--- config.mk ---
export PLATFORM = sky130hd
export DESIGN_NAME = collatz_sweep_ctrl
export DESIGN_NICKNAME = d
export VERILOG_FILES = /design/src/rtl/collatz_sweep_ctrl.sv
export SDC_FILE = /design/constraint.sdc
export NUM_CORES = 1
export LEC_CHECK = 0
export ABC_CLOCK_PERIOD_IN_PS = 3000
export CELL_PAD_IN_SITES_DETAIL_PLACEMENT = 0
export CELL_PAD_IN_SITES_GLOBAL_PLACEMENT = 2
export CORE_ASPECT_RATIO = 1.5
export CORE_MARGIN = 2
export CORE_UTILIZATION = 32
export DETAILED_ROUTE_END_ITERATION = 16
export PLACE_DENSITY = 0.79
export SYNTH_ARGS = -nofsm -noshare
export SYNTH_HDL_FRONTEND = slang
export SYNTH_SLANG_ARGS = --single-unit
--- constraint.sdc ---
create_clock -name clk -period 3 [get_ports clk]
set_clock_uncertainty 0.05 [all_clocks]
set_input_delay 0.6 -clock clk [delete_from_list [all_inputs] [get_ports clk]]
set_output_delay 0.6 -clock clk [all_outputs]
set_load 0.005 [all_outputs]
--- src/rtl/collatz_sweep_ctrl.sv ---
// Sweeps a contiguous range of start values through an external Collatz step unit.
// Optional COLLATZ_TOTAL_STEPS_EN builds a saturating 48-bit step accumulator.
module collatz_sweep_ctrl #(
  parameter int unsigned BITS      = 32,
  parameter int unsigned CNT_BITS  = 16,
  parameter int unsigned LEN_BITS  = 16,
  parameter int unsigned MAX_STEPS = 16'hFFFF
) (
  input  logic                clk,
  input  logic                rst_n,
  input  logic                start,
  input  logic                abort,
  input  logic [BITS-1:0]     base,
  input  logic [CNT_BITS-1:0] count,
  output logic [BITS-1:0]     step_iter,
  input  logic [BITS-1:0]     step_next,
  input  logic                step_ovf,
  output logic                busy,
  output logic                done,
  output logic                aborted,
  output logic [LEN_BITS-1:0] best_len,
  output logic [BITS-1:0]     best_len_num,
  output logic [BITS-1:0]     best_peak,
  output logic [BITS-1:0]     best_peak_num,
  output logic [CNT_BITS-1:0] fail_count,
  output logic [47:0]         total_steps
);

  localparam logic [2:0] S_IDLE   = 3'd0;
  localparam logic [2:0] S_LOAD   = 3'd1;
  localparam logic [2:0] S_RUN    = 3'd2;
  localparam logic [2:0] S_RECORD = 3'd3;
  localparam logic [2:0] S_DONE   = 3'd4;

  logic [2:0]          state_q, state_d;
  logic [BITS-1:0]     cur_num_q, cur_num_d;
  logic [CNT_BITS-1:0] remaining_q, remaining_d;
  logic [BITS-1:0]     iter_q, iter_d;
  logic [LEN_BITS-1:0] len_q, len_d;
  logic [BITS-1:0]     peak_q, peak_d;
  logic                ok_q, ok_d;
  logic [LEN_BITS-1:0] best_len_q, best_len_d;
  logic [BITS-1:0]     best_len_num_q, best_len_num_d;
  logic [BITS-1:0]     best_peak_q, best_peak_d;
  logic [BITS-1:0]     best_peak_num_q, best_peak_num_d;
  logic [CNT_BITS-1:0] fail_count_q, fail_count_d;
  logic                aborted_q, aborted_d;
  logic                busy_q, busy_d;
  logic                done_q, done_d;
  logic                ts_inc, ts_clr;

  // State register and all sequencer/result registers
  always_ff @(posedge clk or negedge rst_n) begin
    if (!rst_n) begin
      state_q         <= S_IDLE;
      cur_num_q       <= '0;
      remaining_q     <= '0;
      iter_q          <= '0;
      len_q           <= '0;
      peak_q          <= '0;
      ok_q            <= 1'b0;
      best_len_q      <= '0;
      best_len_num_q  <= '0;
      best_peak_q     <= '0;
      best_peak_num_q <= '0;
      fail_count_q    <= '0;
      aborted_q       <= 1'b0;
      busy_q          <= 1'b0;
      done_q          <= 1'b0;
    end else begin
      state_q         <= state_d;
      cur_num_q       <= cur_num_d;
      remaining_q     <= remaining_d;
      iter_q          <= iter_d;
      len_q           <= len_d;
      peak_q          <= peak_d;
      ok_q            <= ok_d;
      best_len_q      <= best_len_d;
      best_len_num_q  <= best_len_num_d;
      best_peak_q     <= best_peak_d;
      best_peak_num_q <= best_peak_num_d;
      fail_count_q    <= fail_count_d;
      aborted_q       <= aborted_d;
      busy_q          <= busy_d;
      done_q          <= done_d;
    end
  end

  // Next-state and datapath update
  always_comb begin
    state_d         = state_q;
    cur_num_d       = cur_num_q;
    remaining_d     = remaining_q;
    iter_d          = iter_q;
    len_d           = len_q;
    peak_d          = peak_q;
    ok_d            = ok_q;
    best_len_d      = best_len_q;
    best_len_num_d  = best_len_num_q;
    best_peak_d     = best_peak_q;
    best_peak_num_d = best_peak_num_q;
    fail_count_d    = fail_count_q;
    aborted_d       = aborted_q;
    ts_inc          = 1'b0;
    ts_clr          = 1'b0;

    case (state_q)
      S_IDLE: begin
        if (start) begin
          cur_num_d       = base;
          remaining_d     = count;
          best_len_d      = '0;
          best_len_num_d  = '0;
          best_peak_d     = '0;
          best_peak_num_d = '0;
          fail_count_d    = '0;
          aborted_d       = 1'b0;
          ts_clr          = 1'b1;
          state_d         = (count == '0) ? S_DONE : S_LOAD;
        end
      end

      S_LOAD: begin
        if (abort) begin
          aborted_d = 1'b1;
          state_d   = S_IDLE;
        end else begin
          iter_d  = cur_num_q;
          len_d   = '0;
          peak_d  = cur_num_q;
          state_d = S_RUN;
        end
      end

      S_RUN: begin
        if (abort) begin
          aborted_d = 1'b1;
          state_d   = S_IDLE;
        end else if (iter_q == BITS'(1)) begin
          ok_d    = 1'b1;
          state_d = S_RECORD;
        end else if ((iter_q == '0) || step_ovf || (len_q == LEN_BITS'(MAX_STEPS))) begin
          ok_d    = 1'b0;
          state_d = S_RECORD;
        end else begin
          iter_d = step_next;
          len_d  = len_q + LEN_BITS'(1);
          peak_d = (step_next > peak_q) ? step_next : peak_q;
          ts_inc = 1'b1;
        end
      end

      S_RECORD: begin
        if (abort) begin
          aborted_d = 1'b1;
          state_d   = S_IDLE;
        end else begin
          // Strict compares keep the earlier start value on ties
          if (ok_q) begin
            if (len_q > best_len_q) begin
              best_len_d     = len_q;
              best_len_num_d = cur_num_q;
            end
            if (peak_q > best_peak_q) begin
              best_peak_d     = peak_q;
              best_peak_num_d = cur_num_q;
            end
          end else begin
            fail_count_d = fail_count_q + CNT_BITS'(1);
          end

          if (remaining_q == CNT_BITS'(1)) begin
            state_d = S_DONE;
          end else if (cur_num_q == '1) begin
            aborted_d = 1'b1;
            state_d   = S_IDLE;
          end else begin
            cur_num_d   = cur_num_q + BITS'(1);
            remaining_d = remaining_q - CNT_BITS'(1);
            state_d     = S_LOAD;
          end
        end
      end

      S_DONE: begin
        state_d = S_IDLE;
      end

      default: begin
        state_d = S_IDLE;
      end
    endcase

    busy_d = (state_d == S_LOAD) || (state_d == S_RUN) || (state_d == S_RECORD);
    done_d = (state_d == S_DONE);
  end

`ifdef COLLATZ_TOTAL_STEPS_EN
  logic [47:0] total_q;

  // Saturating count of every RUN step across the sweep
  always_ff @(posedge clk or negedge rst_n) begin
    if (!rst_n) begin
      total_q <= '0;
    end else if (ts_clr) begin
      total_q <= '0;
    end else if (ts_inc && (total_q != '1)) begin
      total_q <= total_q + 48'd1;
    end
  end

  assign total_steps = total_q;
`else
  logic unused_ts;
  assign unused_ts   = ts_inc ^ ts_clr;
  assign total_steps = '0;
`endif

  assign step_iter     = iter_q;
  assign busy          = busy_q;
  assign done          = done_q;
  assign aborted       = aborted_q;
  assign best_len      = best_len_q;
  assign best_len_num  = best_len_num_q;
  assign best_peak     = best_peak_q;
  assign best_peak_num = best_peak_num_q;
  assign fail_count    = fail_count_q;

endmodule

==> key figures, run 1 <==
Run status
  • Status: finished, final reports clean

Floorplan
  • Die area: around 47000 um2
  • Rows: 95
  • Placeable Area: 44800 um2
  • Die W: roughly 180 um
  • Initial core utilization: 0.323
  • Die H: 265 um
  • Ports: 296

Final layout
  • FILL cells: between 4000 and 5000
  • Commonest cells after routing, fill and taps aside: dfrtp_1 (263), clkdlybuf4s50_1 (246), nand2_1 (221)
  • Commonest non-fill, non-tap cell in the layout: dfrtp_1
  • Share of layout cells above drive strength 1: 0.104
  • Fin util: 0.433
  • Fin nets: a little over 2000
  • Final instance area: between 15000 and 20000 um2
  • Area growth from synthesis to layout: 34.0%
  • Non-Filler Instances: around 2500

Route
  • DR vias: 12501
  • DRC violations left: 0
  • Initial DRC count: roughly 540
  • Pre-antenna DRT Iters: 5
  • DR vias/cell: between 5 and 6
  • DR WL/cell: a little under 20 um
  • Post-Route WL: about 48000 um
  • Number of nets still failing antenna checks after routing: 0

Global route
  • First-pass GRT wire length: 74200 um
  • Vias in the first global route: roughly 13000
  • Global Route met1 Usage: 0.250
  • Grt met2 use: 0.369
  • Total grt overflow: 0
  • Met3 GRT Util: 0.0234
  • Initial antenna violation count: 0
  • Most used routing layer: met2
  • GRT Total Usage: 0.204
  • Largest net degree at the start of global routing: 78

Place
  • Port-buffer cells: 247
  • Placed insts: ~2400
  • Post-placement cell area: between 15000 and 20000 um2
  • Placer Congestion: 0.859
  • HPWL Detailed: roughly 37000 um

Run
  • Total of max-cap violations: 0

Yosys
  • Synth async-reset ratio: 1.00
  • Synth Flop Type: dfrtp_1
  • Flops & latches, synth: around 260
  • Synth area leader: dfrtp_1
  • Register area share after synthesis: 0.454
  • Unique cell type count in the Yosys netlist: between 60 and 70
  • Mapped Area: approximately 14000 um2
  • Mapped Cells: ~1600
  • Largest cells by area after synthesis: dfrtp_1 (45%), mux2i_1 (8.7%), ha_1 (7.3%), nand2_1 (5.8%), a21oi_1 (4.0%)
  • Mapped Avg Cell Area: just over 9 um2
  • EDFF count, synth: 0
  • Post-synth top area share: 0.454
  • Synth warn: 0

Worst setup path
  • Crit Path Class: register to register
  • Worst Setup SP: step_iter[11]
  • CP bufs+invs: 3
  • Crit. path cell count: 10
  • Reg2Reg Setup Slack: about 0.23 ns
  • FF-to-FF End: peak_q[24]
  • Worst path required time: around 3.4 ns
  • Startpoint types: register
  • Reg2reg start: step_iter[11]
  • Critical Path Max Stage Delay: 0.59 ns
  • CP arrival: between 3 and 4 ns
  • Crit-path cells: nor4_1, buf_4, nand4_1, nor2_1, o21ai_0, o21ai_0, buf_4, a41oi_4, buf_12, mux2i_1
  • Reg2Reg Depth: 10
  • Crit path max fanout: 18
  • Crit path to: peak_q[24]
  • Crit-path slowest cell: nor4_1
  • Delay-heaviest family, CP: simple AND/OR/NAND/NOR gates
  • Setup crit end kind: register

STA
  • Worst-Margin Slew: about 0.68 ns
  • Fmax: ~360 MHz
  • Worst rel slew slack: 0.548
  • Final setup violation count: 0
  • RSZ-0062 raised after global routing: false
  • Hold Fails Final Rpt: 0
  • Fin Setup TNS: 0 ns
  • Final min period: roughly 2.8 ns
  • Final period util: 0.923
  • Hold Slack: approximately 0.43 ns
  • Max-slew violation count: 0

Clocking
  • Root buffer cell: clkbuf_16
  • CTS sink cnt: approximately 260
  • CTS tree: yes
  • Htree depth: 1
  • Clk slew on worst S/H paths: about 0.06 ns
  • Later-pin clock latency in the skew report: 0.57 ns
  • Num CTS Buffers: 28
  • Maximum buffer depth of the clock tree: 3

Power and ir drop
  • Total power per unit cell area: 856 nW/um2
  • LEAKAGE: 8.56 nW
  • Peak VDD IR: slightly below 500 uV

Hold path
  • Hold Crit Class: register to register
-- how the worst min path moves through the flow --
stage,start,endpoint,slack (ns),depth (start not counted)
6_report,aborted,aborted,0.43,2
5_1_grt,aborted,aborted,0.46,2
4_1_cts,aborted,aborted,0.43,2
3_5_place_dp,aborted,aborted,0.42,2
3_3_place_gp,aborted,aborted,0.43,2
2_1_floorplan,rst_n,aborted,0.25,0
-- per-stage QoR --
stage / power, mW / setup WS (ns)
final: 16.6 / 0.232
after global routing: 17.8 / 0.0195
after CTS: 16.8 / 0.0941
after detailed placement: 12.9 / -0.322
after global placement: 12.7 / -0.238
after floorplan: 9.30 / 0.452
-- logic make-up after synthesis --
| family | Yosys count | synth area share |
|---|---|---|
| adders and majority gates | 85 | 0.0734 |
| and+or+nand+nor | 483 | 0.160 |
| AOI/OAI and AO/OA | 334 | 0.135 |
| DFF | 263 | 0.454 |
| buffers and inverters | 251 | 0.0791 |
| other | 1 | 0.000259 |
| xor gates and xnor gates | 16 | 0.00967 |
| muxes | 127 | 0.0878 |
-- cell usage after synthesis, drive strengths merged (5+ instances only) --
master,instances
a21o,10
a21oi,118
a22o,15
a22oi,8
and3,14
buf,73
clkbuf,55
dfrtp,263
ha,85
inv,123
mux2i,126
nand2,222
nand3,64
nand4,40
nor2,60
nor2b,6
nor3,15
nor4,20
o211ai,7
o21ai,116
o22ai,26
o32ai,5
or3,11
or4,6
xnor2,5
xor2,11
-- worst register-to-register path: stages (launching register included) --
cell     delay (ns)
dfrtp_1        0.40
nor4_1         0.59
buf_4          0.22
nand4_1        0.12
nor2_1         0.32
o21ai_0        0.24
o21ai_0        0.13
buf_4          0.15
a41oi_4        0.04
buf_12         0.22
mux2i_1        0.16
-- power by group --
part           leakage (nW)  internal, mW  switching (mW)
clock network         0.490          2.30            1.51
registers              3.36          4.60            1.18
logic                  4.71          3.21            3.82
-- area by class of cell --
| cell class | count | area (um2) | share of cell area |
|---|---|---|---|
| Clock buffer | 43 | 858 | 0.0442 |
| Clock inverter | 7 | 139 | 0.00716 |
| Tap cell | 582 | 728 | 0.0375 |
| Antenna cell | 1 | 2.50 | 0.000129 |
| Inverter | 123 | 462 | 0.0238 |
| Timing Repair Buffer | 374 | 3610 | 0.186 |
| Multi-Input combinational cell | 1093 | 7020 | 0.362 |
| Sequential cell | 263 | 6580 | 0.339 |
-- flip-flops by register name, indices dropped and copies added, names as in the netlist --
name / cells
best_peak_num: 32
remaining_q: 16
best_len_num: 32
cur_num_q: 32
busy: 1
best_len: 16
step_iter: 32
done: 1
ok_q: 1
aborted: 1
len_q: 16
state_q: 3
fail_count: 16
peak_q: 32
best_peak: 32
-- layer usage --
| metal | vias to the layer above | wire (um) | part of all wire |
|---|---|---|---|
| met5 | - | 0 | 0 |
| met4 | 0 | 1460 | 0.030 |
| met3 | 64 | 2000 | 0.041 |
| met2 | 332 | 25000 | 0.52 |
| met1 | 6081 | 20000 | 0.41 |
| li1 | 6024 | - | - |
-- repair_timing --
item | CTS | global route
pin swaps | 0 | 3
setup endpoints to repair | 16 | 77
hold buffers | 1 | 0
endpoints found under the hold margin | 39 | 0
setup buffers | 0 | 1
resized for setup | 2 | 6
Power figures use the tool's default switching activity.
==> run 2, diff against run 1 <==
CAP_MARGIN = 15   (was not set)
==> results of run 2 <==
The final DEF is identical to that of run 1; final timing and power are the same.
